[src/rtl/soc_tracker_if.sv]
// Bus bundle for soc_tracker: current-sample handshake, SOC init and per-cell status.
interface soc_tracker_if;
  logic [31:0] i_cell0, i_cell1, i_cell2, i_cell3;
  logic        sample_valid;
  logic        sample_ready;
  logic        init_valid;
  logic [31:0] init_soc;
  logic [31:0] soc0, soc1, soc2, soc3;
  logic        soc_valid;
  logic [3:0]  full;
  logic [3:0]  empty;
  logic [3:0]  sat_flag;

  modport master (
    output i_cell0, i_cell1, i_cell2, i_cell3, sample_valid, init_valid, init_soc,
    input  sample_ready, soc0, soc1, soc2, soc3, soc_valid, full, empty, sat_flag
  );

  modport slave (
    input  i_cell0, i_cell1, i_cell2, i_cell3, sample_valid, init_valid, init_soc,
    output sample_ready, soc0, soc1, soc2, soc3, soc_valid, full, empty, sat_flag
  );
endinterface

[src/rtl/soc_tracker.sv]
// Four-cell coulomb-counting SOC tracker, one cell updated per cycle with clamping.
// Optional sticky clamp flags are enabled by defining SOC_TRACKER_SAT_FLAG_EN.
module soc_tracker #(
  parameter logic [31:0] SOC_MAX  = 32'h0064_0000,
  parameter int          DT_SHIFT = 10
) (
  input  logic          clk,
  input  logic          rst,
  soc_tracker_if.slave  bus
);

  typedef enum logic [1:0] {IDLE, ACCUM, DONE} state_t;

  state_t             state_q, state_d;
  logic [1:0]         idx_q, idx_d;
  logic [31:0]        soc_q [4];
  logic [31:0]        soc_d [4];
  logic signed [31:0] cur_q [4];
  logic signed [31:0] cur_d [4];
  logic               cur_load;

  logic [31:0]        init_clamped;
  logic signed [31:0] delta;
  logic signed [33:0] upd_sum;
  logic signed [33:0] soc_max_s;
  logic [31:0]        upd_soc;

  assign init_clamped = (bus.init_soc > SOC_MAX) ? SOC_MAX : bus.init_soc;
  assign soc_max_s    = $signed({2'b00, SOC_MAX});

  // 34-bit signed sum: a full-scale SOC plus a full-scale negative delta cannot wrap.
  always_comb begin
    delta   = cur_q[idx_q] >>> DT_SHIFT;
    upd_sum = $signed({2'b00, soc_q[idx_q]}) + $signed({{2{delta[31]}}, delta});
    if (upd_sum < 0)              upd_soc = '0;
    else if (upd_sum > soc_max_s) upd_soc = SOC_MAX;
    else                          upd_soc = upd_sum[31:0];
  end

  // NOTE: every signal gets a default before the case so no path leaves it unassigned (no latches).
  always_comb begin
    state_d  = state_q;
    idx_d    = idx_q;
    soc_d    = soc_q;
    cur_load = 1'b0;
    unique case (state_q)
      IDLE: begin
        if (bus.init_valid) begin
          for (int k = 0; k < 4; k++) soc_d[k] = init_clamped;
        end else if (bus.sample_valid) begin
          state_d  = ACCUM;
          idx_d    = 2'd0;
          cur_load = 1'b1;
        end
      end
      ACCUM: begin
        soc_d[idx_q] = upd_soc;
        idx_d        = idx_q + 2'd1;
        if (idx_q == 2'd3) state_d = DONE;
      end
      DONE:    state_d = IDLE;
      default: state_d = IDLE;
    endcase
  end

  always_comb begin
    cur_d = cur_q;
    if (cur_load) begin
      cur_d[0] = bus.i_cell0;
      cur_d[1] = bus.i_cell1;
      cur_d[2] = bus.i_cell2;
      cur_d[3] = bus.i_cell3;
    end
  end

  // NOTE: sequential state is written with non-blocking assignments only.
  always_ff @(posedge clk or posedge rst) begin
    if (rst) begin
      state_q <= IDLE;
      idx_q   <= 2'd0;
      for (int k = 0; k < 4; k++) soc_q[k] <= '0;
    end else begin
      state_q <= state_d;
      idx_q   <= idx_d;
      soc_q   <= soc_d;
    end
  end

  // NOTE: the latched currents are always reloaded before use, so they need no reset.
  always_ff @(posedge clk) begin
    cur_q <= cur_d;
  end

`ifdef SOC_TRACKER_SAT_FLAG_EN
  logic [3:0] sat_q, sat_d;

  always_comb begin
    sat_d = sat_q;
    if (state_q == IDLE && bus.init_valid) begin
      sat_d = '0;
    end else if (state_q == ACCUM && (upd_sum < 0 || upd_sum > soc_max_s)) begin
      sat_d[idx_q] = 1'b1;
    end
  end

  always_ff @(posedge clk or posedge rst) begin
    if (rst) sat_q <= '0;
    else     sat_q <= sat_d;
  end

  assign bus.sat_flag = sat_q;
`else
  assign bus.sat_flag = 4'h0;
`endif

  assign bus.sample_ready = (state_q == IDLE) && !bus.init_valid;
  assign bus.soc_valid    = (state_q == DONE);
  assign bus.soc0         = soc_q[0];
  assign bus.soc1         = soc_q[1];
  assign bus.soc2         = soc_q[2];
  assign bus.soc3         = soc_q[3];

  always_comb begin
    for (int k = 0; k < 4; k++) begin
      bus.full[k]  = (soc_q[k] == SOC_MAX);
      bus.empty[k] = (soc_q[k] == '0);
    end
  end

endmodule

[src/flat_wrapper.sv]
// flat-port wrapper written by rule: the top's interface ports become plain ports
module soc_tracker_flat 
#(
  parameter logic [31:0] SOC_MAX  = 32'h0064_0000,
  parameter int          DT_SHIFT = 10
)
  (clk, rst, bus_i_cell0, bus_i_cell1, bus_i_cell2, bus_i_cell3, bus_sample_valid, bus_init_valid, bus_init_soc, bus_sample_ready, bus_soc0, bus_soc1, bus_soc2, bus_soc3, bus_soc_valid, bus_full, bus_empty, bus_sat_flag);
  soc_tracker_if bus_i ();
  input  logic clk;
  input  logic rst;
  input wire logic [$bits(bus_i.i_cell0)-1:0] bus_i_cell0;
  input wire logic [$bits(bus_i.i_cell1)-1:0] bus_i_cell1;
  input wire logic [$bits(bus_i.i_cell2)-1:0] bus_i_cell2;
  input wire logic [$bits(bus_i.i_cell3)-1:0] bus_i_cell3;
  input wire logic [$bits(bus_i.sample_valid)-1:0] bus_sample_valid;
  input wire logic [$bits(bus_i.init_valid)-1:0] bus_init_valid;
  input wire logic [$bits(bus_i.init_soc)-1:0] bus_init_soc;
  output wire logic [$bits(bus_i.sample_ready)-1:0] bus_sample_ready;
  output wire logic [$bits(bus_i.soc0)-1:0] bus_soc0;
  output wire logic [$bits(bus_i.soc1)-1:0] bus_soc1;
  output wire logic [$bits(bus_i.soc2)-1:0] bus_soc2;
  output wire logic [$bits(bus_i.soc3)-1:0] bus_soc3;
  output wire logic [$bits(bus_i.soc_valid)-1:0] bus_soc_valid;
  output wire logic [$bits(bus_i.full)-1:0] bus_full;
  output wire logic [$bits(bus_i.empty)-1:0] bus_empty;
  output wire logic [$bits(bus_i.sat_flag)-1:0] bus_sat_flag;
  assign bus_i.i_cell0 = bus_i_cell0;
  assign bus_i.i_cell1 = bus_i_cell1;
  assign bus_i.i_cell2 = bus_i_cell2;
  assign bus_i.i_cell3 = bus_i_cell3;
  assign bus_i.sample_valid = bus_sample_valid;
  assign bus_i.init_valid = bus_init_valid;
  assign bus_i.init_soc = bus_init_soc;
  assign bus_sample_ready = bus_i.sample_ready;
  assign bus_soc0 = bus_i.soc0;
  assign bus_soc1 = bus_i.soc1;
  assign bus_soc2 = bus_i.soc2;
  assign bus_soc3 = bus_i.soc3;
  assign bus_soc_valid = bus_i.soc_valid;
  assign bus_full = bus_i.full;
  assign bus_empty = bus_i.empty;
  assign bus_sat_flag = bus_i.sat_flag;
  soc_tracker #(.SOC_MAX(SOC_MAX), .DT_SHIFT(DT_SHIFT)) u_core (.clk(clk), .rst(rst), .bus(bus_i));
endmodule
[config.mk]
export PLATFORM = sky130hd
export DESIGN_NAME = soc_tracker_flat
export DESIGN_NICKNAME = d
export VERILOG_FILES = /design/src/rtl/soc_tracker_if.sv /design/src/rtl/soc_tracker.sv /design/src/flat_wrapper.sv
export SDC_FILE = /design/constraint.sdc
export NUM_CORES = 1
export LEC_CHECK = 0
export BUFFER_PORTS_ARGS = -buffer_cell sky130_fd_sc_hd__buf_2
export CAP_MARGIN = 20
export CORE_ASPECT_RATIO = 1.5
export CORE_MARGIN = 2
export CORE_UTILIZATION = 25
export DETAILED_ROUTE_END_ITERATION = 16
export SETUP_SLACK_MARGIN = 0.05
export SYNTH_ARGS = -nofsm -noshare
export SYNTH_HDL_FRONTEND = slang
export SYNTH_SLANG_ARGS = --single-unit
[constraint.sdc]
create_clock -name clk -period 7.6 [get_ports clk]
set_input_delay 1.14 -clock clk [delete_from_list [all_inputs] [get_ports clk]]
set_output_delay 1.14 -clock clk [all_outputs]
set_load 0.02 [all_outputs]
==> impl_metrics.json <==
{
  "grt_usage": 0.183,
  "setup-tns-final_ns": 0,
  "dp_cells": 2033,
  "status": "finished, final reports clean",
  "postSynthAreaPerCell_um2": 10.6,
  "wl_um": 48100,
  "synth_area_leaders": "dfrtp_1, edfxtp_1, mux4_2",
  "start_util": 0.252,
  "cp_data_required_time_ns": 8.03,
  "ir_worst_vdd_mv": 0.184,
  "ys_warn_count": 0,
  "overflow": 0,
  "period_share": 0.802,
  "dr.pass1.iters": 5,
  "synth.yosys.seq_area_share": 0.477,
  "drt-wirelength-per-cell_um": 23.2,
  "synth_edf_count": 88,
  "synth_top_area_share": 0.265,
  "setup_viol": 0,
  "ys_seq_elements": 220,
  "finalPower_w": 0.00536,
  "met3_usage": 0.0289,
  "whs_ns": 0.564,
  "reg2reg_from": "u_core.idx_q[1]$_DFFE_PP0P_",
  "num_io_pins": 306,
  "drive_above_1_share": 0.269,
  "place_hpwl_um": 35500,
  "core-area_um2": 49400,
  "met1_usage": 0.219,
  "fin_util": 0.307,
  "power.density_nw_per_um2": 354,
  "rrSetupSlack_ns": 1.51,
  "grt_pass1_wl_um": 70700,
  "cts-root-buf": "clkbuf_16",
  "clock_path_buffers": 3,
  "critPathMaxFanout": 64,
  "hold_class": "reg -> reg",
  "maxSlewViolCount": 0,
  "worst_pin_slew_ns": 1.05,
  "grt_max_degree": 77,
  "cts-hold-fix-buffers": 0,
  "min_period_ns": 6.09,
  "cts_buffers": 23,
  "clk_latency_ns": 0.56,
  "final-hold-violation-count": 0,
  "antenna_left": 0,
  "vias": 11200,
  "startpoint_type": "flip-flop",
  "top_usage_layer": "met2",
  "hp-start": "u_core.bus.soc0[11]$_DFFE_PP0P_",
  "clock_skew_ns": 0.0334,
  "ff_latch_area_um2": 5950,
  "multi_input_area_um2": 6150,
  "startpoint": "u_core.idx_q[1]$_DFFE_PP0P_",
  "p_leak_nw": 6.65,
  "die_area_um2": 51700,
  "synth_cells": 1180,
  "ys_types": 66,
  "rsz0062_at_grt": "no",
  "ctsResizeCount": 0,
  "areaGrowthSynthToFinish_pct": 21.7,
  "cts.sinks": 220,
  "synth_top_cells_by_count": "dfrtp_1, a21oi_1, o21ai_0, nand2_1, edfxtp_1",
  "arrival_ns": 6.53,
  "drtIter0Drc": 980,
  "synth_area_leader_cell": "dfrtp_1",
  "critPathKind": "reg -> reg",
  "synth.most_common_cell": "dfrtp_1",
  "cts_tree": "done",
  "ys.flop_type": "dfrtp_1",
  "fmax_mhz": 164,
  "antenna_found_initial": 0,
  "die_x_um": 186,
  "gp_congestion": 0.909,
  "rows": 100,
  "gr-usage-met2": 0.322,
  "grt_pass1_vias": 10900,
  "worst_setup_path_end_kind": "flip-flop",
  "drc_errors": 0,
  "maxSlewHeadroom": 0.301,
  "path_clk_slew_ns": 0.07,
  "via_per_inst": 5.39,
  "numPortBuffers": 261,
  "max_cap_viol_count": 0,
  "cts_htree_levels": 1,
  "finalNonFillerCells": 2072,
  "nFillCells": 5106,
  "final_nets": 1598,
  "cts_setup_buffers": 0,
  "syn-cell-area_um2": 12500,
  "antenna_cells": 0,
  "die_h_um": 277,
  "async_flop_share": 0.600
}
==> power breakdown <==
part	switching, W	total [W]	internal, W	leakage, nW
sequential	0.000224	0.00159	0.00137	2.60
clock	0.000506	0.00116	0.000658	0.358
combinational	0.00175	0.00260	0.000847	3.69
==> critical path, cell delays in order (launching register included) <==
cell and delay [ns]:
dfrtp_4 1.00, buf_4 0.42, mux4_2 0.41, ha_1 0.51
nand4_1 0.24, nor3_1 0.44, nand2_1 0.19, a311oi_1 0.60
o21a_1 0.18, o22ai_1 0.07, nor4_1 0.52, o2111ai_4 0.56
buf_12 0.41, o31a_1 0.32
==> sequential cells by signal (all words and copies together) (netlist names) <==
register,count
u_core.bus.soc0,32
u_core.bus.soc1,32
u_core.bus.soc2,32
u_core.bus.soc3,32
u_core.cur_q,88
u_core.idx_q,2
u_core.state_q,2
==> cells in the final DEF, fill, tap and decap left out, types with 13 or more instances in the layout <==
cell | synthesis | routed
dfrtp_1 | 132 | 130
nand2_1 | 95 | 95
buf_2 | 6 | 261
ha_1 | 37 | 37
buf_4 | 6 | 15
nor3_1 | 22 | 20
and3_1 | 54 | 54
clkbuf_16 | 0 | 24
o21ai_0 | 98 | 98
nand4_1 | 19 | 19
mux2i_1 | 13 | 13
mux4_2 | 54 | 54
edfxtp_1 | 88 | 88
nand3_1 | 68 | 68
o21a_1 | 13 | 13
nor2_1 | 80 | 80
a21oi_1 | 106 | 106
o31ai_1 | 22 | 22
nor4_1 | 30 | 30
==> final timing paths <==
path | to | depth (start not counted)
worst min-delay path | u_core.bus.soc0[11]$_DFFE_PP0P_ | 2
max in group asynchronous | u_core.bus.soc2[10]$_DFFE_PP0P_ | 3
worst max register to register | u_core.bus.soc1[22]$_DFFE_PP0P_ | 13
worst max-delay path | u_core.bus.soc1[22]$_DFFE_PP0P_ | 13
worst min register to register | u_core.bus.soc0[11]$_DFFE_PP0P_ | 2
min in group asynchronous | u_core.state_q[0]$_DFFE_PP0P_ | 2
==> routing by layer <==
metal | vias to the layer above | share of wire
met4 | 0 | 0.043
li1 | 4942 | -
met1 | 5530 | 0.37
met2 | 596 | 0.51
met3 | 103 | 0.077
met5 | - | 0
==> cell type report <==
type	instances	area share
Multi-Input combinational cell	863	0.406
Clock inverter	7	0.00693
Inverter	11	0.00289
Clock buffer	31	0.0420
Timing Repair Buffer	277	0.0949
Tap cell	663	0.0547
Sequential cell	220	0.393
==> metrics by stage <==
step | worst slack (ns) | area (um^2)
finish | 1.51 | 15200
CTS | 1.51 | 15100
global route | 1.07 | 15200
detailed placement | 1.55 | 14400
global placement | 1.61 | 14400
floorplan | 2.21 | 12500
==> kinds of logic after synthesis <==
kind of cell    after synthesis  share of synthesized area
compound gates              318                      0.157
flops                       220                      0.477
other cells                   1                   0.000301
xor+xnor                     19                     0.0134
mux                          69                      0.110
simple gates                415                      0.169
fa+ha+maj                    38                     0.0388
buf+inv                     100                     0.0338
(Power assumes the default switching activity.)
